**src/rtl/int_countdn_proc_n.sv**
```systemverilog
// Interrupt latch and countdown processor.
// External interrupt discretes are synchronised, edge-captured on the
// timing-phase SAMPLE strobe and held as pending bits until acknowledged.
// An internal countdown timer is the extra channel at index NCH. Pending
// bits are masked and priority-encoded into SINT/INT_ID. Repeated sets on
// a bit that is still pending are recorded as sticky overruns.
module int_countdn_proc_n #(
  parameter int NCH         = 7,
  parameter int CNT_W       = 10,
  parameter int SYNC_STAGES = 2,
  parameter int AUTO_RELOAD = 0,
  localparam int IDW        = $clog2(NCH + 1)
) (
  input  logic             SIM_CLK,
  input  logic             SIM_RST,
  input  logic             SAMPLE,
  input  logic [NCH-1:0]   INTR,
  input  logic             MASK_WR,
  input  logic [NCH:0]     MASK_D,
  output logic [NCH:0]     MASK_Q,
  input  logic             INT_ACK,
  input  logic [IDW-1:0]   ACK_ID,
  output logic [NCH:0]     PEND,
  output logic             SINT,
  output logic             SINTN,
  output logic [IDW-1:0]   INT_ID,
  output logic [NCH:0]     OVR,
  input  logic             CNT_LOAD,
  input  logic [CNT_W-1:0] CNT_D,
  input  logic             CNT_TICK,
  output logic [CNT_W-1:0] CNT_Q,
  output logic             TC
);

  // Lowest set index wins; scanning downwards lets the lowest index
  // overwrite any higher one found earlier. Returns 0 for an empty vector.
  function automatic logic [IDW-1:0] prio_enc(input logic [NCH:0] v);
    logic [IDW-1:0] id;
    id = '0;
    for (int k = NCH; k >= 0; k--) begin
      if (v[k]) id = IDW'(k);
    end
    return id;
  endfunction

  // Next counter value for a tick: decrement above 1, terminal at 1
  // (reload or stop at zero), and hold at 0 without wrapping.
  function automatic logic [CNT_W-1:0] cnt_step(input logic [CNT_W-1:0] cur,
                                                input logic [CNT_W-1:0] rld);
    logic [CNT_W-1:0] nxt;
    nxt = cur;
    if (cur > CNT_W'(1)) begin
      nxt = cur - CNT_W'(1);
    end else if (cur == CNT_W'(1)) begin
      nxt = (AUTO_RELOAD != 0) ? rld : '0;
    end
    return nxt;
  endfunction

  logic [NCH-1:0]   sync_p0 [SYNC_STAGES];
  logic [NCH-1:0]   s_p1;
  logic [NCH-1:0]   prev_p1;
  logic [NCH-1:0]   rise_p1;
  logic [NCH:0]     set_src;
  logic [NCH:0]     ack_vec;
  logic [NCH:0]     pend_q;
  logic [NCH:0]     ovr_q;
  logic [NCH:0]     mask_q;
  logic [NCH:0]     active;
  logic [CNT_W-1:0] cnt_q;
  logic [CNT_W-1:0] reload_q;
  logic             tc_q;

  // ---- stage p0: metastability synchroniser chain for the raw discretes
  // Shift each INTR bit through SYNC_STAGES flops.
  always_ff @(posedge SIM_CLK) begin
    if (SIM_RST) begin
      for (int i = 0; i < SYNC_STAGES; i++) sync_p0[i] <= '0;
    end else begin
      sync_p0[0] <= INTR;
      for (int i = 1; i < SYNC_STAGES; i++) sync_p0[i] <= sync_p0[i-1];
    end
  end

  // ---- stage p1: edge detection against the level seen at the last strobe
  assign s_p1 = sync_p0[SYNC_STAGES-1];

  // Remember the synchronised level only on SAMPLE strobes, so a held level
  // yields a single capture no matter how many strobes pass.
  always_ff @(posedge SIM_CLK) begin
    if (SIM_RST) begin
      prev_p1 <= '0;
    end else if (SAMPLE) begin
      prev_p1 <= s_p1;
    end
  end

  assign rise_p1 = SAMPLE ? (s_p1 & ~prev_p1) : '0;

  // The timer channel is set straight from the registered TC pulse.
  assign set_src = {tc_q, rise_p1};

  // Decode the acknowledge; IDs above NCH match no bit and are ignored.
  always_comb begin
    ack_vec = '0;
    for (int k = 0; k <= NCH; k++) begin
      ack_vec[k] = INT_ACK && (ACK_ID == IDW'(k));
    end
  end

  // ---- stage p2: pending and overrun latches
  // A set beats an ack on the same bit. Overrun records a set landing on a
  // still-pending bit unless that bit is being acknowledged in the same
  // cycle; it clears only on an ack that is not racing a new set.
  always_ff @(posedge SIM_CLK) begin
    if (SIM_RST) begin
      pend_q <= '0;
      ovr_q  <= '0;
    end else begin
      pend_q <= set_src | (pend_q & ~ack_vec);
      ovr_q  <= (ovr_q & ~(ack_vec & ~set_src)) |
                (set_src & pend_q & ~ack_vec);
    end
  end

  // Mask register; resets to all channels enabled.
  always_ff @(posedge SIM_CLK) begin
    if (SIM_RST) begin
      mask_q <= '1;
    end else if (MASK_WR) begin
      mask_q <= MASK_D;
    end
  end

  // Countdown timer. Load beats tick; TC is a one-cycle registered pulse
  // emitted when a tick arrives at a count of 1.
  always_ff @(posedge SIM_CLK) begin
    if (SIM_RST) begin
      cnt_q    <= '0;
      reload_q <= '0;
      tc_q     <= 1'b0;
    end else begin
      tc_q <= 1'b0;
      if (CNT_LOAD) begin
        cnt_q    <= CNT_D;
        reload_q <= CNT_D;
      end else if (CNT_TICK) begin
        cnt_q <= cnt_step(cnt_q, reload_q);
        tc_q  <= (cnt_q == CNT_W'(1));
      end
    end
  end

  // ---- output: summary interrupt straight from the registered state
  assign active = pend_q & mask_q;
  assign SINT   = |active;
  assign SINTN  = ~SINT;
  assign INT_ID = prio_enc(active);

  assign MASK_Q = mask_q;
  assign PEND   = pend_q;
  assign OVR    = ovr_q;
  assign CNT_Q  = cnt_q;
  assign TC     = tc_q;

endmodule

```
**config.mk**
```make
export PLATFORM = sky130hd
export DESIGN_NAME = int_countdn_proc_n
export DESIGN_NICKNAME = d
export VERILOG_FILES = /design/src/rtl/int_countdn_proc_n.sv
export SDC_FILE = /design/constraint.sdc
export NUM_CORES = 1
export LEC_CHECK = 0
export CAP_MARGIN = 20
export CORE_AREA = 2 2 79 81
export DETAILED_ROUTE_END_ITERATION = 10
export DIE_AREA = 0 0 81 83
export PLACE_DENSITY_LB_ADDON = 0.08
export SLEW_MARGIN = 0
export SYNTH_ARGS = -nofsm -noshare
export SYNTH_HDL_FRONTEND = slang
export SYNTH_SLANG_ARGS = --single-unit
```
**constraint.sdc**
```tcl
create_clock -name SIM_CLK -period 1.75 [get_ports SIM_CLK]
set_input_delay 0.175 -clock SIM_CLK [delete_from_list [all_inputs] [get_ports SIM_CLK]]
set_output_delay 0.175 -clock SIM_CLK [all_outputs]
set_load 0.02 [all_outputs]
```
# == Word level (Yosys, flattened, before mapping) ==
# Memories as Yosys holds them, arrays and structs flattened.
# Cells that the tools add are included.
# op_classes
n_addsub,1
magnitude_cmp,1
n_eq_ne,8
n_mux,18
n_bitwise,17
n_reduce_logical,14
# ops
operator,count
AND 8 bit,6
2-to-1 mux 10 bit,4
2-to-1 mux 3 bit,8
NOT 8 bit,3
2-to-1 mux 7 bit,3
OR 8 bit,2
== test 3 bit (second input constant),4
== test 10 x 1 -> 1 bit (second input constant),1
> comparator 10 x 1 -> 1 bit (second input constant),1
subtractor 10 x 1 -> 10 bit (second input constant),1
logical AND 1 bit,8
OR reduction 8 bit,1
AND 7 bit,1
NOT 7 bit,1
== test 3 x 2 -> 1 bit (second input constant),2
== test 3 x 1 -> 1 bit (second input constant),1
logical NOT 3 bit,1
2-to-1 mux 1 bit,3
nonzero test 3 bit,1
OR reduction 3 bit,1
NOT 1 bit,2
OR 1 bit,2
AND reduction 2 bit,1
nonzero test 2 bit,1
# totals
reg_bits,42
mem_bits_rw,14
elab_cells,66
mem_count,1
# memory_table
name,depth,word_bits,rd,rd_ports_with_merged_regs,write_ports,line_no,source
sync_p0,2,7,2,0,2,60,logic [NCH-1:0] sync_p0 [SYNC_STAGES];

# == Longest topological paths before layout ==
# logic_depth
ltp_word,9
depth_mapped,7
ltp_nobuf,7

# == Worst setup path before layout ==
# Ideal clock, no wire load.
# synth_path
kind,register to register
from,"reg cnt_q[0], in the netlist CNT_Q[0]"
to,"reg cnt_q[0], in the netlist CNT_Q[0]"
setup_time_ns,0.070
arrival_time_ns,1.954
required_ns,1.680
setup_slack_ns,-0.274
stages_incl_launch_ff,7
path_buffers,0
period_less_slack_ns,2.024
cell_sequence,dfxtp_1 inv_1 ha_1 or3b_1 o41a_1 or3_1 a21oi_1
# synth_via
elab_chain_len,4
word_cells_on_any_way,8
# synth_lines
element,line_no,source
"start, declared",70,logic [CNT_W-1:0] cnt_q;
"start signal, assigned",148,"cnt_q <= cnt_step(cnt_q, reload_q);"
subtractor 10 x 1 -> 10 bit / > comparator 10 x 1 -> 1 bit (equally long branches),"53, 52",
2-to-1 mux 10 bit,52,if (cur > CNT_W'(1)) begin
2-to-1 mux 10 bit,147,end else if (CNT_TICK) begin
2-to-1 mux 10 bit,144,if (CNT_LOAD) begin
# Parallel ways exist; a longest one is shown, timed or not. The select of a mux whose other input is x is not followed.
# A chain may end at the register's enable or synchronous reset.

# == Final worst setup path ==
# layout_path
from,"reg cnt_q[9], in the netlist CNT_Q[9]"
to,"reg cnt_q[0], in the netlist CNT_Q[0]"
# layout_via
elab_chain_len,4
word_cells_on_any_way,7
# layout_lines
element,line_no
> comparator 10 x 1 -> 1 bit,52
2-to-1 mux 10 bit,52
2-to-1 mux 10 bit,147
2-to-1 mux 10 bit,144
# Parallel ways exist; a longest one is shown, timed or not. The select of a mux whose other input is x is not followed.

==> results.md <==
- Status: finished, violations left
- Failing checks: negative setup slack
- Final Util: 61.7%
- Die W: approximately 81 µm
- Via density per instance: 5.07
- Power Total: 2840 µW
- Tmin final: 1.88 ns
- Clock root cell: clkbuf_8
- Netlist cell types: about 40
- Placer Congestion: 0.852
- Max VDD drop: 0.441 mV
- Pre-Repair DR Iteration Count: 4
- Die Y: 83 µm
- Fillers: about 540
- Synth Warn #: 0
- Critical Path AT: 2.13 ns
- Maxcap violations: 0
- Reg2Reg Setup Slack: -0.13 ns
- Syn Std Cell Area: 2360 µm²
- Pre-CTS WS: -0.102 ns
- # port buffers: 74
- Largest net degree at the start of global routing: 27
- Final slew viol count: 0
- Area grow syn2layout: 51.9%
- Final worst setup slack: -0.135 ns
- Main synth FF type: dfxtp_1
- Initial antenna violation count: 0
- Worst-Skew Late Latency: 0.31 ns
- Final setup fails: 6
- # clock sinks: 56
- Seq/Total Area, Yosys: 47.5%
- Num CTS Buffers: 5
- Total GRT Usage: 17.5%
- FFs w/ async S/R, synth: 0%
- # hold bufs at CTS: 0
- Pleak: 0.00143 µW
- Crit Reg-Reg Startpoint: CNT_Q[9]
- Syn Inst Count: 267
- Core outline area: 5820 µm²
- Layout cell share with drive strength beyond 1: roughly a fifth
- Worst-path clk slew: 0.11 ns
- CTS tree: done
- EDFF count, synth: 0
- Relative slew slack: 62.4%
- Vias in the first global route: between 2000 and 2500
- Fmax: ~0.53 GHz
- Synth Register Bits: 56
- Crit. Startpoint: CNT_Q[9]
- Area after DPL: between 3000 and 4000 µm²
- Final Hold Fails: 0
- Nets@finish: 408
- Drt initial violations: 89
- Initial Utilization: between 40% and 50%
- Htree depth: 2
- Routed via count: ~2300
- Clk_skew: 0.0104 ns
- Worst slew pin tran: 0.562 ns
- Antenna diode count: 0
- DRC errors left: 0
- Clock tree buffer depth: 2
- Layout Cells excl Fill: 447
- Dpl cells: roughly 440
- Routed wire length: between 5000 and 6000 µm
- Worst EP required: 1.99 ns
- Multi-input logic area: 1270 µm²
- IO Count: 75
- Period utilisation layout: 108%
- P per Cell Area: 791 nW/µm²
- First-pass GRT wire length: 9440 µm
- R2r worst-path depth: 4
- Post-Layout Inst Area: about 3600 µm²
- Grt ovf: 0
- Synthesized area per cell: 8.85 µm²
- Worst Setup Start Kind: flip-flop
- Worst setup path end: CNT_Q[0]
- Hold Path Class: input pin to flip-flop
- Reg area: 1130 µm²
- Synthesized net count: 304
- RSZ-0062 raised after global routing: true
- Routed Antenna Nets: 0
- Detail Placement HPWL: 4390 µm
- Critical Path End Type: flip-flop
- Drt wl/cell: about 13 µm
- Setup CP Type: flip-flop to flip-flop
- Cell row count: 28
- Die Footprint: 6720 µm²
- Capturing point of the worst reg2reg path: CNT_Q[0]
- CP Max Fanout: 5
routing by layer:
| metal | up-vias | track usage, % | part of all wire, % |
|---|---|---|---|
| li1 | 1156 | - | - |
| met1 | 1033 | 23.0 | 46 |
| met2 | 73 | 28.6 | 46 |
| met3 | 4 | 3.70 | 6.3 |
| met4 | 0 | 5.24 | 1.0 |
| met5 | - | 0 | 0 |
synth_stat cells (3+ instances only):
master	count	area share, %
buf_1	3	0.48
a21oi_1	26	5.5
nor2_1	29	4.6
o21ai_0	14	3.0
nor2b_1	26	6.9
nand3_1	16	3.4
a22oi_1	6	1.9
and3b_1	6	2.2
clkbuf_1	7	1.1
nor3_1	6	1.3
nand2_1	17	2.7
a211o_1	8	3.0
or3_1	4	1.1
or2_2	4	1.1
dfxtp_1	56	47
inv_1	4	0.64
mux2i_1	7	3.0
registers in the layout (all words and copies together) (netlist names):
| name | cells |
|---|---|
| OVR | 8 |
| TC | 1 |
| MASK_Q | 8 |
| prev_p1 | 7 |
| PEND | 8 |
| sync_p0 | 14 |
| CNT_Q | 10 |
layout make-up:
type	count	area share (%)
clock buffers	5	1.92
clock inverters	3	0.802
inverters	4	0.488
multi-input cells	197	35.3
flip-flops and latches	56	31.5
well taps	75	2.62
repair buffers	107	27.4
worst max-delay path, cell delays in order, from the launching register on:
cell and delay [ns]:
dfxtp_2 0.34, or4_4 0.55, o41a_1 0.48, or3_1 0.33, a21oi_1 0.12
power by group:
group	total (µW)	leakage (µW)	internal, µW	switching [µW]
clock	756	0.0000511	303	453
combinational	702	0.000915	372	330
sequential	1380	0.000461	1330	44.1
total	2840	0.00143	2010	826
worst min-delay path by stage:
stage | startpoint | cells past startpoint | to | slack, ns
floorplan | MASK_D[7] | 1 | MASK_Q[7] | 0.29
global placement | sync_p0[0][6] | 1 | sync_p0[0][13] | 0.42
detailed placement | sync_p0[0][3] | 1 | sync_p0[0][10] | 0.42
CTS | SIM_RST | 2 | PEND[7] | 0.29
global route | SIM_RST | 2 | PEND[0] | 0.31
finish | SIM_RST | 2 | PEND[7] | 0.30
cell usage in the layout (no fill, tap or decap), types with 5 or more instances in the layout:
master            n
dfxtp_1          52
o21ai_0          10
buf_4            31
nand3_1          16
and3b_1           6
a21oi_1          25
clkbuf_8          5
nor2_1           25
nor3_1            5
mux2i_1           7
a22oi_1           5
nor2b_1          26
clkdlybuf4s50_1  68
nand2_1          17
a211o_1           8
cell families (layout without fill, tap and decap cells):
logic type      count (synthesis)  after routing  synth area share (%)
compound gates                 67             67                  18.2
xor+xnor                        1              1                 0.371
fa+ha+maj                       2              2                  1.06
buf+inv                        14            119                  2.22
flops                          56             56                  47.5
mux                             8              8                  3.44
simple gates                  119            119                  27.2
through the flow:
stage / setup TNS (ns) / hold WS (ns)
after floorplan: -0.0688 / 0.293
after global placement: -0.0737 / 0.418
after global routing: -1.00 / 0.313
final: -0.437 / 0.304
after detailed placement: -0.158 / 0.420
after CTS: -0.399 / 0.288
what timing repair did:
action	in CTS	in global routing
gates resized for setup	11	22
buffers inserted	1	1
setup endpoints to repair	9	11
hold endpoints to repair	0	0
pin swaps	3	9
(Power assumes the default switching activity.)
